## src/rtl/cache_arbiter.sv

```systemverilog
// rtl/cache_arbiter.sv - round-robin arbiter of icache/dcache line misses onto one L2 port
//
// Single-outstanding, non-pipelined arbiter. One grant is served at a time; a
// mandatory IDLE cycle separates grants so the served requester can drop its
// request before the next arbitration.
//
// Ports:
//   clk, reset                 clock, asynchronous active-high reset
//   icache_pmem_*              icache line-fill request / response
//   dcache_pmem_*              dcache line-fill or writeback request / response
//   l2_*                       single L2 port (strobes held until l2_resp)
//   arb_conflict_count         saturating count of IDLE cycles with both requesting
module cache_arbiter #(
   parameter int LINE_WIDTH = 128,
   parameter int ADDR_WIDTH = 16,
   parameter int CNT_WIDTH  = 16
) (
   input  logic                  clk,
   input  logic                  reset,
   input  logic                  icache_pmem_read,
   input  logic [ADDR_WIDTH-1:0] icache_pmem_address,
   output logic [LINE_WIDTH-1:0] icache_pmem_rdata,
   output logic                  icache_pmem_resp,
   input  logic                  dcache_pmem_read,
   input  logic                  dcache_pmem_write,
   input  logic [ADDR_WIDTH-1:0] dcache_pmem_address,
   input  logic [LINE_WIDTH-1:0] dcache_pmem_wdata,
   output logic [LINE_WIDTH-1:0] dcache_pmem_rdata,
   output logic                  dcache_pmem_resp,
   output logic                  l2_read,
   output logic                  l2_write,
   output logic [ADDR_WIDTH-1:0] l2_address,
   output logic [LINE_WIDTH-1:0] l2_wdata,
   input  logic [LINE_WIDTH-1:0] l2_rdata,
   input  logic                  l2_resp,
   output logic [CNT_WIDTH-1:0]  arb_conflict_count
);

   typedef enum logic [1:0] {
      IDLE    = 2'd0,
      SERVE_I = 2'd1,
      SERVE_D = 2'd2
   } state_e;

   localparam logic [CNT_WIDTH-1:0] CNT_ONE = 1;

   state_e               state_q, state_d;
   logic                 last_d_q, last_d_d;   // 1: most recent grant went to dcache
   logic [CNT_WIDTH-1:0] conflict_cnt_q, conflict_cnt_d;
   logic                 req_i, req_d;

   assign req_i = icache_pmem_read;
   assign req_d = dcache_pmem_read | dcache_pmem_write;

   // State register
   always_ff @(posedge clk or posedge reset) begin
      if (reset) begin
         state_q        <= IDLE;
         last_d_q       <= 1'b0;
         conflict_cnt_q <= '0;
      end else begin
         state_q        <= state_d;
         last_d_q       <= last_d_d;
         conflict_cnt_q <= conflict_cnt_d;
      end
   end

   // Next-state logic
   always_comb begin
      state_d        = state_q;
      last_d_d       = last_d_q;
      conflict_cnt_d = conflict_cnt_q;
      case (state_q)
         IDLE: begin
            if (req_i && req_d) begin
               // Tie: grant whoever did not win last time
               state_d = last_d_q ? SERVE_I : SERVE_D;
               if (conflict_cnt_q != '1) begin
                  conflict_cnt_d = conflict_cnt_q + CNT_ONE;
               end
            end else if (req_i) begin
               state_d = SERVE_I;
            end else if (req_d) begin
               state_d = SERVE_D;
            end
            if (state_d != IDLE) begin
               last_d_d = (state_d == SERVE_D);
            end
         end
         SERVE_I, SERVE_D: begin
            if (l2_resp) begin
               state_d = IDLE;
            end
         end
         default: state_d = IDLE;
      endcase
   end

   // Output logic: strobes and responses gated by the registered state only
   always_comb begin
      l2_read          = 1'b0;
      l2_write         = 1'b0;
      l2_address       = icache_pmem_address;
      icache_pmem_resp = 1'b0;
      dcache_pmem_resp = 1'b0;
      case (state_q)
         SERVE_I: begin
            l2_read          = 1'b1;
            icache_pmem_resp = l2_resp;
         end
         SERVE_D: begin
            l2_read          = dcache_pmem_read;
            l2_write         = dcache_pmem_write;
            l2_address       = dcache_pmem_address;
            dcache_pmem_resp = l2_resp;
         end
         default: ;
      endcase
   end

   // Write data only matters to L2 while serving dcache, so no mux is needed
   assign l2_wdata           = dcache_pmem_wdata;
   assign icache_pmem_rdata  = l2_rdata;
   assign dcache_pmem_rdata  = l2_rdata;
   assign arb_conflict_count = conflict_cnt_q;

endmodule

```

## config.mk

```make
export PLATFORM = sky130hd
export DESIGN_NAME = cache_arbiter
export DESIGN_NICKNAME = d
export VERILOG_FILES = /design/src/rtl/cache_arbiter.sv
export SDC_FILE = /design/constraint.sdc
export NUM_CORES = 1
export LEC_CHECK = 0
export BUFFER_PORTS_ARGS = -buffer_cell sky130_fd_sc_hd__buf_2
export CORE_AREA = 2 2 277 279
export CTS_CLUSTER_DIAMETER = 50
export DETAILED_ROUTE_END_ITERATION = 6
export DIE_AREA = 0 0 279 281
export SLEW_MARGIN = 0
export SYNTH_ARGS = -nofsm -noshare
export SYNTH_HDL_FRONTEND = slang
export SYNTH_SLANG_ARGS = --single-unit
```

## constraint.sdc

```tcl
create_clock -name clk -period 4.6 [get_ports clk]
set_input_delay 0.46 -clock clk [delete_from_list [all_inputs] [get_ports clk]]
set_output_delay 0.46 -clock clk [all_outputs]
set_load 0.02 [all_outputs]
```

After elaboration in Yosys (flattened, before gate mapping) --
Cells that the tools add are included.
Operators by class: bitwise logic cells 1, div/mod/pow operators 0, $mul 0, add/subtract/negate cells 1, reduce and logical (&&, ||, !) cells 6, eq/ne operators 5, multiplexer cells 12, $lt $le $gt $ge 0, shift operators 0
Operators with widths (number):
- adder 16 x 1 -> 16 bit (second input constant) | 1
- two-way mux 16 bit | 1
- != test 16 bit (second input constant) | 1
- two-way mux 2 bit | 6
- == test 2 bit (second input constant) | 2
- one-hot mux 2 bit (2 select lines) | 1
- two-way mux 1 bit | 3
- AND reduction 3 bit | 1
- == test 2 x 1 -> 1 bit (second input constant) | 1
- zero test 2 bit | 1
- != test 2 bit (second input constant) | 1
- one-hot mux 1 bit (2 select lines) | 1
- AND reduction 2 bit | 1
- nonzero test 2 bit | 1
- OR reduction 2 bit | 1
- logical AND 1 bit | 1
- bitwise OR 1 bit | 1
Storage, ports and cells: ROM bits 0, output and inout bits 420, bits in latches 0, memory bits (writable) 0, memories 0, input port bits 294, logic and storage cells 28, flip-flop bits (word level) 19

Longest topological paths before layout --
depth in word-level cells 7, mapped depth 6

Worst setup path before layout --
OpenSTA, ideal clock, no wires.
path kind register to output, start reg state_q[0], end out l2_address[10], path buffers 2, data arrival time 1.682 ns, setup slack 2.458 ns, stages on the path, launching flop included 6, path through dfrtp_1 inv_1 ha_1 clkbuf_1 buf_1 mux2_2
Between the ends: longest elaborated chain between the ends 2
RTL lines:
- from (decl) | line 47 | state_e state_q, state_d;
- from (signal assigned) | line 62 | state_q <= state_d;
- == test 2 bit | line 106 | case (state_q)
- two-way mux 16 bit | line 106
- to (decl) | line 32 | output logic [ADDR_WIDTH-1:0] l2_address,
Every way passes these cells.

Worst setup path in the final report --
start reg state_q[0], end out l2_address[5]
The elaborated chain is that of the path after synthesis.

==> impl_metrics.ini <==
[status]
status = finished, final reports clean

[floorplan]
io_pins = 714
start_util = 0.0552
die_area_um2 = 78400
die_w_um = 279
fp.coreArea_um2 = 75400
num_rows = 101
die_h_um = 281

[worst_setup_path]
setup.worst_path.start = state_q[0]
crit_required_ns = 4.14
crit_path_end_kind = output port
cp_max_fo = 17
timing.rr.end = arb_conflict_count[13]
r2r_cells = 6
rrSetupSlack_ns = 2.46
arrival_ns = 1.87
critPathCapture = l2_address[5]
crit_type = reg -> out
timing.rr.start = state_q[1]
startpoint_type = flop

[clock_tree]
cts.clk_slew.worst_paths_ns = 0.06
cts_resized = 0
clk_path_buf_depth = 2
htree_levels = 1
postCtsSetupRepairBufs = 0
hold_buffers = 0
cts_tree = done
clock_latency_ns = 0.26
root_buffer = clkbuf_16
cts_inserted_buffers = 3
clock_sinks = 19

[timing]
period_share = 0.506
slew_headroom = 0.477
clock.fmax_mhz = 430
setup_viol = 0
fin_setup_tns_ns = 0
rsz0062_at_grt = false
drv_slew = 0
worst_pin_slew_ns = 0.783
post-route-min-period_ns = 2.33
finalHoldViolCount = 0
finClkSkew_ns = 0.00762

[detailed_routing]
drt_iter0_drc = 69
wire_per_inst_um = 22.4
drc = 0
vias = 1920
totalWireLength_mm = 26.4
via_per_inst = 1.63
antenna_left = 0
first_pass_iters = 3

[final_layout]
utilization = 0.0391
diodes = 0
finalNetCount = 500
areaGrowthSynthToFinish_pct = -29.1
num-fill-cells = 8926
drive_gt1_frac = 0.527
seqCellArea_um2 = 475
multi_input_area_um2 = 764

[logic_synthesis]
synth-warning-count = 0
synth_compound_area_frac = 0.0228
synth_cell_type_count = 36
synth_fa_ha_area_frac = 0.0120
synthesis.nets = 807
synth_cells = 509
syn_area_um2 = 4160
ys_ff_latch = 19
async_flop_share = 1.00
synth-xor-area-share = 0.0252
avgSynthCellArea_um2 = 8.18
synth_top_family_by_area = buffers and inverters
synth-edff-count = 0
synthFlopType = dfrtp_1
synthSimpleGateAreaFrac = 0.0739
muxShareOfSynthArea = 0.0496
seq_area_frac_synth = 0.114

[global_route]
grt_overflow_total = 0
antenna_found_initial = 6
grt.total_usage = 0.0621
grt_pass1_vias = 1991
grt_pass1_wl_mm = 29.6
grt_max_degree = 20

[power_and_ir_drop]
ir_drop_mv = 0.0850
power_density_nw_per_um2 = 334
leakage_nw = 0.924

[place]
port_buffers = 73
dpl.hpwl_mm = 24.1
place.gp.congestion = 0.640

[job]
drv_cap = 0

[min_path]
min_path_type = in -> async
==> worst max-delay path, stage by stage (launching register included) <==
cell,delay [ns]
dfrtp_1,0.40
inv_1,0.11
ha_1,0.21
buf_4,0.33
mux2_2,0.38
buf_2,0.16
==> cell type report <==
class / instances / area share
well taps: 978 / 0.414
inverters: 9 / 0.0114
clock inverters: 1 / 0.00254
repair buffers: 74 / 0.126
flip-flops and latches: 19 / 0.161
multi-input cells: 95 / 0.259
clock buffers: 3 / 0.0254
==> Yosys cell counts (all sizes together), types with 2 or more instances <==
cell | count | area [µm²]
a21oi | 6 | 30.0
a31oi | 3 | 18.8
and2 | 4 | 27.5
and3 | 5 | 33.8
buf | 385 | 2890
dfrtp | 19 | 475
ha | 4 | 50.1
inv | 9 | 33.8
mux2 | 18 | 206
nand2 | 6 | 22.5
nand3 | 4 | 25.0
nand4 | 6 | 67.6
nor2 | 5 | 18.8
nor2b | 2 | 12.5
nor3 | 2 | 10.0
nor4 | 7 | 50.1
o22ai | 2 | 12.5
or3 | 2 | 13.8
xnor2 | 6 | 52.6
xor2 | 6 | 52.6
==> how the worst min path moves through the flow <==
stage	startpoint	slack [ns]	cells after the start	end
3_3_place_gp	state_q[0]	0.48	1	last_d_q
6_report	reset	0.34	2	arb_conflict_count[13]
4_1_cts	reset	0.38	2	arb_conflict_count[9]
5_1_grt	reset	0.42	2	arb_conflict_count[12]
3_5_place_dp	state_q[0]	0.50	1	last_d_q
2_1_floorplan	reset	0.41	1	arb_conflict_count[0]
==> cell usage in the layout (no fill, tap or decap), types with 2 or more instances in the layout <==
| cell type | count |
|---|---|
| xor2_1 | 6 |
| a21oi_1 | 6 |
| xnor2_1 | 6 |
| nand2_1 | 6 |
| buf_2 | 73 |
| and2_1 | 3 |
| nand4_4 | 2 |
| o22ai_1 | 2 |
| nor4_1 | 6 |
| nor2_1 | 5 |
| and3_1 | 3 |
| nor3_1 | 2 |
| a31oi_1 | 3 |
| dfrtp_1 | 19 |
| nor2b_1 | 2 |
| and3_2 | 2 |
| mux2_2 | 17 |
| ha_1 | 4 |
| inv_1 | 9 |
| nand4_1 | 4 |
| nand3_1 | 3 |
| clkbuf_16 | 3 |
==> per-layer routing <==
metal,part of all wire,vias up,global-route usage
met5,0.0037,-,0.00500
met3,0.33,159,0.0918
met1,0.16,717,0.0271
met2,0.41,425,0.0920
li1,-,611,-
met4,0.10,8,0.0572
==> sequential cells by signal, indices dropped and copies added, names as in the netlist <==
| register | flops |
|---|---|
| arb_conflict_count | 16 |
| last_d_q | 1 |
| state_q | 2 |
==> kinds of logic (layout without fill, tap and decap cells) <==
logic type,count (synthesis),in the layout
AOI/OAI and AO/OA,15,15
xor gates and xnor gates,12,12
adders and majority gates,4,4
buffers and inverters,395,87
DFF,19,19
muxes,18,18
and+or+nand+nor,46,46
==> power by group <==
part,switching (mW),internal [mW]
Sequential,0.0410,0.203
Combinational,0.352,0.203
Clock,0.0692,0.118
==> per-stage QoR <==
step	hold WS (ns)	cell area (µm²)	power (mW)	std cells	worst slack, ns
finish	0.343	2950	0.986	1179	2.27
global route	0.423	2950	1.08	1179	2.18
CTS	0.379	2950	1.02	1179	2.23
detailed placement	0.497	2870	0.829	1175	2.44
global placement	0.479	2870	0.824	1175	2.51
floorplan	0.411	4160	1.07	509	2.46
(Power assumes the default switching activity.)
